===== src/rtl/host_rx_byte_packer_pkg.sv =====
// Shared host-rx definitions: field widths, packer FSM states, descriptor layout.
package host_rx_byte_packer_pkg;

    localparam int unsigned CTRL_W = 19;
    localparam int unsigned LEN_W  = 11;
    localparam int unsigned DESC_W = CTRL_W + LEN_W;

    localparam int unsigned DESC_LEN_LSB  = 0;
    localparam int unsigned DESC_CTRL_LSB = LEN_W;

    typedef enum logic [1:0] {
        StIdle = 2'd0,
        StPack = 2'd1,
        StDisc = 2'd2
    } pack_state_e;

    // Lane 0 is the most significant byte of the word.
    function automatic logic [5:0] lane_lsb(input logic [2:0] lane);
        return {3'd7 - lane, 3'b000};
    endfunction

endpackage


===== src/rtl/host_rx_byte_packer_sat_counter16.sv =====
// 16-bit event counter that sticks at all-ones instead of wrapping.
module sat_counter16 (
    input  logic        i_clk,
    input  logic        i_rst_n,
    input  logic        i_inc,
    output logic [15:0] ov_cnt
);

    logic [15:0] cnt_q;

    always_ff @(posedge i_clk or negedge i_rst_n) begin
        if (!i_rst_n) begin
            cnt_q <= '0;
        end else if (i_inc && (cnt_q != 16'hFFFF)) begin
            cnt_q <= cnt_q + 16'd1;
        end
    end

    assign ov_cnt = cnt_q;

endmodule


===== src/rtl/host_rx_byte_packer.sv =====
// Packs the filtered host-rx byte stream into big-endian 64-bit buffer words and emits one
// descriptor per packet; drops packets at head when the buffer is nearly full, aborts oversize ones.
module host_rx_byte_packer
    import host_rx_byte_packer_pkg::*;
#(
    parameter int unsigned MAX_LEN = 1522
) (
    input  logic              i_clk,
    input  logic              i_rst_n,
    input  logic [8:0]        iv_data,
    input  logic              i_data_wr,
    input  logic [CTRL_W-1:0] iv_ctrl_data,
    input  logic              i_buf_afull,
    output logic [63:0]       ov_word_data,
    output logic [3:0]        ov_word_bytes,
    output logic              o_word_head,
    output logic              o_word_tail,
    output logic              o_word_abort,
    output logic              o_word_wr,
    output logic [DESC_W-1:0] ov_desc,
    output logic              o_desc_wr,
    output logic [15:0]       ov_drop_cnt,
    output logic [1:0]        ov_state
);

    localparam logic [LEN_W-1:0] MaxLen = LEN_W'(MAX_LEN);

    pack_state_e       state_q, state_d;
    logic [2:0]        cnt_q, cnt_d;
    logic [LEN_W-1:0]  len_q, len_d, len_n;
    logic [CTRL_W-1:0] ctrl_q, ctrl_d;
    logic              first_q, first_d;
    logic [63:0]       lanes_q, lanes_d, lanes_in;

    logic [63:0]       word_q, word_d;
    logic [3:0]        bytes_q, bytes_d;
    logic              head_q, head_d, tail_q, tail_d, abort_q, abort_d, wr_q, wr_d;
    logic [DESC_W-1:0] desc_q, desc_d;
    logic              desc_wr_q, desc_wr_d;
    logic              drop_inc;

    logic flag;
    assign flag = iv_data[8];

    always_comb begin
        state_d   = state_q;
        cnt_d     = cnt_q;
        len_d     = len_q;
        ctrl_d    = ctrl_q;
        first_d   = first_q;
        lanes_d   = lanes_q;
        word_d    = '0;
        bytes_d   = '0;
        head_d    = 1'b0;
        tail_d    = 1'b0;
        abort_d   = 1'b0;
        wr_d      = 1'b0;
        desc_d    = '0;
        desc_wr_d = 1'b0;
        drop_inc  = 1'b0;

        len_n = len_q + LEN_W'(1);
        lanes_in = lanes_q;
        lanes_in[lane_lsb(cnt_q) +: 8] = iv_data[7:0];

        case (state_q)
            StIdle: begin
                if (i_data_wr && flag) begin
                    if (i_buf_afull) begin
                        drop_inc = 1'b1;
                        state_d  = StDisc;
                    end else begin
                        ctrl_d  = iv_ctrl_data;
                        lanes_d = {iv_data[7:0], 56'd0};
                        cnt_d   = 3'd1;
                        len_d   = LEN_W'(1);
                        first_d = 1'b1;
                        state_d = StPack;
                    end
                end
            end
            StPack: begin
                if (i_data_wr) begin
                    if (flag) begin
                        word_d    = lanes_in;
                        bytes_d   = {1'b0, cnt_q} + 4'd1;
                        head_d    = first_q;
                        tail_d    = 1'b1;
                        wr_d      = 1'b1;
                        desc_d    = {ctrl_q, len_n};
                        desc_wr_d = 1'b1;
                        lanes_d   = '0;
                        cnt_d     = '0;
                        len_d     = '0;
                        first_d   = 1'b0;
                        state_d   = StIdle;
                    end else begin
                        len_d = len_n;
                        if (len_n > MaxLen) begin
                            // Oversize: flush what we have as an aborted tail so the buffer rolls back.
                            word_d   = lanes_in;
                            bytes_d  = {1'b0, cnt_q} + 4'd1;
                            head_d   = first_q;
                            tail_d   = 1'b1;
                            abort_d  = 1'b1;
                            wr_d     = 1'b1;
                            drop_inc = 1'b1;
                            lanes_d  = '0;
                            cnt_d    = '0;
                            first_d  = 1'b0;
                            state_d  = StDisc;
                        end else if (cnt_q == 3'd7) begin
                            word_d  = lanes_in;
                            bytes_d = 4'd8;
                            head_d  = first_q;
                            wr_d    = 1'b1;
                            first_d = 1'b0;
                            lanes_d = '0;
                            cnt_d   = '0;
                        end else begin
                            lanes_d = lanes_in;
                            cnt_d   = cnt_q + 3'd1;
                        end
                    end
                end
            end
            StDisc: begin
                if (i_data_wr && flag) begin
                    state_d = StIdle;
                end
            end
            default: begin
                state_d = StIdle;
            end
        endcase
    end

    always_ff @(posedge i_clk or negedge i_rst_n) begin
        if (!i_rst_n) begin
            state_q   <= StIdle;
            cnt_q     <= '0;
            len_q     <= '0;
            ctrl_q    <= '0;
            first_q   <= 1'b0;
            lanes_q   <= '0;
            word_q    <= '0;
            bytes_q   <= '0;
            head_q    <= 1'b0;
            tail_q    <= 1'b0;
            abort_q   <= 1'b0;
            wr_q      <= 1'b0;
            desc_q    <= '0;
            desc_wr_q <= 1'b0;
        end else begin
            state_q   <= state_d;
            cnt_q     <= cnt_d;
            len_q     <= len_d;
            ctrl_q    <= ctrl_d;
            first_q   <= first_d;
            lanes_q   <= lanes_d;
            word_q    <= word_d;
            bytes_q   <= bytes_d;
            head_q    <= head_d;
            tail_q    <= tail_d;
            abort_q   <= abort_d;
            wr_q      <= wr_d;
            desc_q    <= desc_d;
            desc_wr_q <= desc_wr_d;
        end
    end

    sat_counter16 u_drop_cnt (
        .i_clk   (i_clk),
        .i_rst_n (i_rst_n),
        .i_inc   (drop_inc),
        .ov_cnt  (ov_drop_cnt)
    );

    assign ov_word_data  = word_q;
    assign ov_word_bytes = bytes_q;
    assign o_word_head   = head_q;
    assign o_word_tail   = tail_q;
    assign o_word_abort  = abort_q;
    assign o_word_wr     = wr_q;
    assign ov_desc       = desc_q;
    assign o_desc_wr     = desc_wr_q;
    assign ov_state      = state_q;

endmodule


===== config.mk =====
export PLATFORM = sky130hd
export DESIGN_NAME = host_rx_byte_packer
export DESIGN_NICKNAME = d
export VERILOG_FILES = /design/src/rtl/host_rx_byte_packer_pkg.sv /design/src/rtl/host_rx_byte_packer_sat_counter16.sv /design/src/rtl/host_rx_byte_packer.sv
export SDC_FILE = /design/constraint.sdc
export NUM_CORES = 1
export LEC_CHECK = 0
export CAP_MARGIN = 20
export CORE_AREA = 2 2 154 156
export CTS_CLUSTER_SIZE = 24
export DETAILED_ROUTE_END_ITERATION = 8
export DIE_AREA = 0 0 156 158
export SYNTH_ARGS = -nofsm -noshare
export SYNTH_HDL_FRONTEND = slang
export SYNTH_SLANG_ARGS = --single-unit
export TNS_END_PERCENT = 30

===== constraint.sdc =====
create_clock -name i_clk -period 3.1 [get_ports i_clk]
set_input_delay 0.62 -clock i_clk [delete_from_list [all_inputs] [get_ports i_clk]]
set_output_delay 0.62 -clock i_clk [all_outputs]
set_load 0.01 [all_outputs]

Yosys cells after proc, flatten, opt, wreduce, memory -nomap -nowiden
Cells that the tools add are included.
W data, S select, Z words.
{"block": "op_classes", "bitwise_logic": 1, "n_reduce_logical": 8, "n_shift": 2, "order_cmp": 1, "n_eq_ne": 10, "multipliers": 0, "add_sub_neg": 6, "n_div": 0, "n_mux": 70}
{"cell": "$mux W64", "count": 11}
{"cell": "$pmux W64 S2", "count": 1}
{"cell": "$mux W30", "count": 3}
{"cell": "$bwmux W64", "count": 1}
{"cell": "$shift A8 B8 Y64 const A", "count": 1}
{"cell": "$shiftx A8 B8 Y64", "count": 1}
{"cell": "$mux W11", "count": 4}
{"cell": "$mux W1", "count": 28}
{"cell": "$pmux W11 S2", "count": 1}
{"cell": "$mux W4", "count": 5}
{"cell": "$mux W3", "count": 6}
{"cell": "$add A16 B1 Y16 const B", "count": 1}
{"cell": "$ne A16 B16 Y1 const B", "count": 1}
{"cell": "$mux W2", "count": 6}
{"cell": "$add A11 B1 Y11 const B", "count": 1}
{"cell": "$gt A11 B11 Y1 const B", "count": 1}
{"cell": "$ne A2 B2 Y1 const B", "count": 4}
{"cell": "$neg A6 Y8", "count": 1}
{"cell": "$reduce_and A4 Y1", "count": 2}
{"cell": "$pmux W2 S3", "count": 1}
{"cell": "$pmux W3 S2", "count": 1}
{"cell": "$reduce_and A5 Y1", "count": 1}
{"cell": "$add A3 B1 Y4 const B", "count": 1}
{"cell": "$ne A4 B4 Y1 const B", "count": 1}
{"cell": "other kinds (12)", "count": 14}
{"block": "word_totals", "in_bits": 32, "latchBits": 0, "ramBits": 0, "out_inout_bits": 121, "reg_bits": 219, "n_memories": 0, "rom_bits": 0}

Longest topological paths before layout
{"block": "depth", "depth_word": 9, "ltp_mapped": 10, "mapped_depth_nobuf": 8}

Hierarchy
A second synthesis with hierarchy kept.
{"block": "unflattened", "cells_unflattened": 811, "area_unflattened_um2": 9297.7}
{"module": "host_rx_byte_packer", "n_inst": 1, "area_each_um2": 8465.6, "cells_each": 736}
{"module": "sat_counter16", "n_inst": 1, "area_each_um2": 832.0, "cells_each": 75}

Least setup slack after synthesis
No wires, ideal clock.
{"block": "synth_timing", "path_type": "register to register", "startpoint": "register cnt_q[0]", "endpoint": "register lanes_q[32]", "t_arrival_ns": 2.255, "n_path_buf": 1, "setup_ns": 0.121, "path_stages_with_launch": 8, "setup_slack_ns": 0.724, "required_time_ns": 2.979, "cell_sequence": "dfrtp_1 -> ha_1 -> ha_1 -> clkbuf_1 -> nand3_1 -> nor3_1 -> o21ai_2 -> a22o_1"}
{"block": "synth_via", "elab_chain_cells": 9}
{"item": "start: declaration", "line": "host_rx_byte_packer.sv:29", "source": "logic [2:0] cnt_q, cnt_d;"}
{"item": "start signal: assignment", "line": "host_rx_byte_packer.sv:156", "source": "cnt_q <= cnt_d;"}
{"item": "$sub A3 B3 Y3", "line": "host_rx_byte_packer_pkg.sv:19", "source": "return {3'd7 - lane, 3'b000};"}
{"item": "$neg A6 Y8", "line": "host_rx_byte_packer.sv:64", "source": "lanes_in[lane_lsb(cnt_q) +: 8] = iv_data[7:0];"}
{"item": "$shiftx A8 B8 Y64 / $shift A8 B8 Y64 (equally long branches)", "line": "host_rx_byte_packer.sv:64"}
{"item": "$bwmux W64", "line": "host_rx_byte_packer.sv:64"}
{"item": "$mux W64 *", "line": "host_rx_byte_packer.sv:112", "source": "end else if (cnt_q == 3'd7) begin"}
{"item": "$mux W64 *", "line": "host_rx_byte_packer.sv:99", "source": "if (len_n > MaxLen) begin"}
{"item": "$mux W64 *", "line": "host_rx_byte_packer.sv:84", "source": "if (flag) begin"}
{"item": "$mux W64 *", "line": "host_rx_byte_packer.sv:83", "source": "if (i_data_wr) begin"}
{"item": "$pmux W64 S2 *", "line": "host_rx_byte_packer.sv:66", "source": "case (state_q)"}
{"item": "end signal: assignment", "line": "host_rx_byte_packer.sv:160", "source": "lanes_q <= lanes_d;"}
{"item": "end: declaration", "line": "host_rx_byte_packer.sv:33", "source": "logic [63:0] lanes_q, lanes_d, lanes_in;"}
Mark *: on every way between the ends. The rest lies on a longest branch, timed or not. The select of a mux whose other input is x is not followed.
A chain may end at the register's enable or synchronous reset.

Worst setup path in the final report
{"block": "layout_timing", "startpoint": "register len_q[1]", "endpoint": "register word_q[23] (netlist: ov_word_data[23])"}
{"block": "layout_via", "elab_chain_cells": 6}
{"item": "start: declaration", "line": "host_rx_byte_packer.sv:30", "source": "logic [LEN_W-1:0] len_q, len_d, len_n;"}
{"item": "start signal: assignment", "line": "host_rx_byte_packer.sv:157", "source": "len_q <= len_d;"}
{"item": "$add A11 B1 Y11", "line": "host_rx_byte_packer.sv:62", "source": "len_n = len_q + LEN_W'(1);"}
{"item": "$gt A11 B11 Y1", "line": "host_rx_byte_packer.sv:99"}
{"item": "$mux W64", "line": "host_rx_byte_packer.sv:99"}
{"item": "$mux W64", "line": "host_rx_byte_packer.sv:84"}
{"item": "$mux W64", "line": "host_rx_byte_packer.sv:83"}
{"item": "$mux W64", "line": "host_rx_byte_packer.sv:66"}
{"item": "net word_d[23]", "line": "host_rx_byte_packer.sv:35", "source": "logic [63:0] word_q, word_d;"}
{"item": "end signal: assignment", "line": "host_rx_byte_packer.sv:161", "source": "word_q <= word_d;"}
{"item": "end: declaration", "line": "host_rx_byte_packer.sv:35"}
The timed path passes the listed nets, and every way through them passes these cells.

==> summary.log <==
[logic_synthesis] register bit count reported by yosys 219
[logic_synthesis] most common cell in the netlist dfrtp_1
[critical_path] kind of launch point of the worst setup path register
[cells_and_area] Layout Area Growth over Synthesis 31.48%
[cells_and_area] Net count, final 1,009
[grt] number of global-route vias before repair 6,386
[logic_synthesis] total standard cell area after synthesis 9102 um^2
[floorplanning] core area 23,050 um^2
[cells_and_area] finished layout cell area 11,970 um^2
[clocking] TritonCTS clock tree done
[sta] setup TNS 0 ns
[floorplanning] width of the chip 156 um
[critical_path] startpoint of the worst-slack reg-to-reg timing path len_q[1]
[sta] fin. max-slew vios 0
[grt] global-route total usage across every layer 18.16%
[sta] final worst path period share 89.42%
[clocking] maximum root-to-sink buffer count 3
[clocking] Root Buffer clkbuf_16
[logic_synthesis] fraction of synthesized area in multiplexers 3.698%
[floorplanning] height of the die 158 um
[grt] initial antenna violation count 0
[placed_design] routability congestion estimate 0.7925
[power] IR drop worst, VDD 0.3979 mV
[power] clock network fraction of design power 33.8%
[sta] Final setup violation count 0
[routing] number of vias in the routed layout 6,574
[clocking] clock latency reported for the late side of the worst-skew pair 0.51 ns
[run] Maximum Capacitance Violations 0
[grt] Remaining Overflow, GRT 0
[routing] DR vias/cell 5.140
[logic_synthesis] number of flops mapped to enable cells by yosys 0
[clocking] post-CTS setup repair buffer count 0
[logic_synthesis] Syn. warnings 0
[logic_synthesis] main combinational cell family by area after synthesis simple AND/OR/NAND/NOR gates
[logic_synthesis] simple-gate area share of the yosys netlist 16.29%
[critical_path] r2r endpoint ov_word_data[23]
[routing] first drt pass iteration count 4
[clocking] PostCTS Resize Cnt 0
[routing] number of antenna-violating nets in the routed design 0
[cells_and_area] ANT cells 0
[critical_path] maximum fanout along the worst path 31
[sta] Worst Max-Slew Pin Slew 0.6346 ns
[floorplanning] I/O pin count 153
[clocking] clock transition at the register clock pins on the worst setup and hold paths after CTS 0.06 ns
[logic_synthesis] cell type contributing the most total cell area after synthesis dfrtp_1
[power] power density relative to cell area 710.0 nW/um^2
[sta] setup repair after global routing missed its margin no
[worst_hold_path] Hold/Removal Path Class in2async
[logic_synthesis] Synthesized Nets 832
[routing] Routed WL per cell 17.50 um
[placed_design] placed wire-length estimate after detailed placement 14,910 um
[critical_path] slack of the worst reg-to-reg path 0.33 ns
[placed_design] number of buffers added on ports 152
[logic_synthesis] library cells used by synthesis 61
[logic_synthesis] syn_area_per_cell 11.45 um^2
[clocking] number of clock buffers inserted by TritonCTS 24
[logic_synthesis] Adder-Cell Fraction of Synth Area 0.6873%
[sta] worst slew margin relative to its limit 57.54%
[power] Int Power 5.847 mW
[power] switching power as a share of total power 31.19%
[logic_synthesis] fraction of synthesized cell area taken by the top area cell type 60.21%
[sta] minimum period implied by the final worst setup slack 2.772 ns
[cells_and_area] layout cell share with drive strength beyond 1 16.89%
[logic_synthesis] sequential area share after synthesis 60.21%
[power] combinational group share of total power 26.0%
[logic_synthesis] Commonest cells post-synth dfrtp_1, nand2_1, a22o_1, a21oi_1, a21oi_2
[power] leak pwr 5.229 nW
[logic_synthesis] fraction of synthesis flops using an asynchronous set or reset pin 100.0%
[logic_synthesis] Area contributors post-synth dfrtp_1, nand2_1, a22o_1
[logic_synthesis] cells after synthesis 795
[clocking] Num Clock Sinks 219
[sta] Max Clock Freq 360.8 MHz
[power] switching power 2.650 mW
[grt] pin count of the biggest net entering global routing 81
[grt] wire length of the first global-routing pass 35,470 um
[sta] hold violation total from the final report 0
[routing] # DRC 0
[critical_path] arrival time of the worst setup path 3.17 ns
[critical_path] length in cells of the worst reg-to-reg path 9
[logic_synthesis] compound-gate portion of the synthesized area 13.80%
[critical_path] endpoint required time on the critical path 3.50 ns
[logic_synthesis] main flop type after synthesis dfrtp_1
[floorplanning] FP Rows 56
[routing] starting DRC count in detailed routing 295
[run_status] result of the run completed
[critical_path] Setup CP Type reg2reg
[floorplanning] Die ar. 24,650 um^2
[logic_synthesis] xor and xnor fraction of the mapped netlist area 2.199%
[power] proportion of power drawn by flip-flops and latches 40.2%
[routing] drt total wl 22,380 um
[critical_path] category of the worst setup path capture point register
[floorplanning] Starting Density 39.49%
[clocking] number of hold buffers added after cts 0
[sta] worst-case clock skew 0.01059 ns
[clocking] CTS H-tree lvls 1
[placed_design] total cell area at the placement stage 11,160 um^2
-- stage by stage --
step | std cells | util (%) | setup WS, ns | hold WS [ns] | total power [mW]
2_1_floorplan | 795 | - | 0.7238 | 0.3244 | 4.832
3_3_place_gp | 1236 | 48.42 | 0.1842 | 0.4547 | 5.654
3_5_place_dp | 1236 | 48.42 | 0.1437 | 0.4612 | 5.683
4_1_cts | 1279 | 51.92 | 0.3039 | 0.1033 | 8.589
5_1_grt | 1279 | 51.92 | 0.1334 | 0.1346 | 8.967
6_report | 1279 | 51.92 | 0.3280 | 0.09066 | 8.497
-- worst max path at each step --
| stage | startpoint | endpoint | slack [ns] |
|---|---|---|---|
| finish | len_q[1] | ov_word_data[23] | 0.33 |
| CTS | len_q[1] | first_q | 0.30 |
| detailed placement | iv_data[8] | lanes_q[37] | 0.14 |
| global route | len_q[1] | lanes_q[32] | 0.13 |
| floorplan | cnt_q[0] | lanes_q[32] | 0.72 |
| global placement | i_data_wr | u_drop_cnt.ov_cnt[1] | 0.18 |
-- sequential cells by signal, summed over array words and instances (netlist names) --
name / cells
cnt_q: 3
ctrl_q: 19
first_q: 1
lanes_q: 64
len_q: 11
o_desc_wr: 1
o_word_abort: 1
o_word_head: 1
o_word_tail: 1
o_word_wr: 1
ov_desc: 30
ov_state: 2
ov_word_bytes: 4
ov_word_data: 64
u_drop_cnt.ov_cnt: 16
-- area by class of cell --
type                    instances  area [um^2]
fillers                      2111        11080
flip-flops and latches        219         5480
multi-input cells             518         3352
repair buffers                199         1929
clock buffers                  35        713.2
well taps                     290        362.8
clock inverters                 8        92.59
inverters                      10        37.54
-- worst max-delay path, stage by stage, from the launching register on --
cell	delay, ns
dfrtp_1	0.46
ha_1	0.32
nand3_1	0.27
a21oi_1	0.12
o22ai_1	0.20
nand4_2	0.31
a31oi_4	0.39
o21ai_4	0.11
buf_12	0.19
a21oi_1	0.25
-- logic make-up after synthesis --
logic type / count (synthesis)
AND/OR/NAND/NOR: 301
buffers and inverters: 58
adder cells (fa/ha/maj): 5
multiplexers: 31
XOR/XNOR: 22
AO/OA/AOI/OAI: 159
flip-flops: 219
-- power groups by stage --
stage | sequential, mW | clock (mW) | combinational (mW)
floorplan | 3.45 | 0 | 1.38
global placement | 3.46 | 0 | 2.20
detailed placement | 3.46 | 0 | 2.22
CTS | 3.41 | 2.95 | 2.22
global route | 3.46 | 3.08 | 2.43
finish | 3.42 | 2.87 | 2.21
-- layer usage --
layer,global-route usage (%),routed length [um],part of all wire [%]
met1,25.54,10120,45
met2,29.92,10840,48
met3,2.518,1009,4.5
met4,4.500,412,1.8
met5,0,0,0
-- cells in the final DEF, fill, tap and decap left out, drive strengths merged, types with 11 or more instances in the layout --
master	count
clkbuf	35
buf	48
nor3	15
nor2	31
nand2	150
nand4	11
xnor2	17
nor2b	23
nand3	16
and3	15
a22o	49
dfrtp	219
mux2	21
a21oi	62
and2	24
o21ai	19
clkdlybuf4s50	151
(Power assumes the default switching activity.)
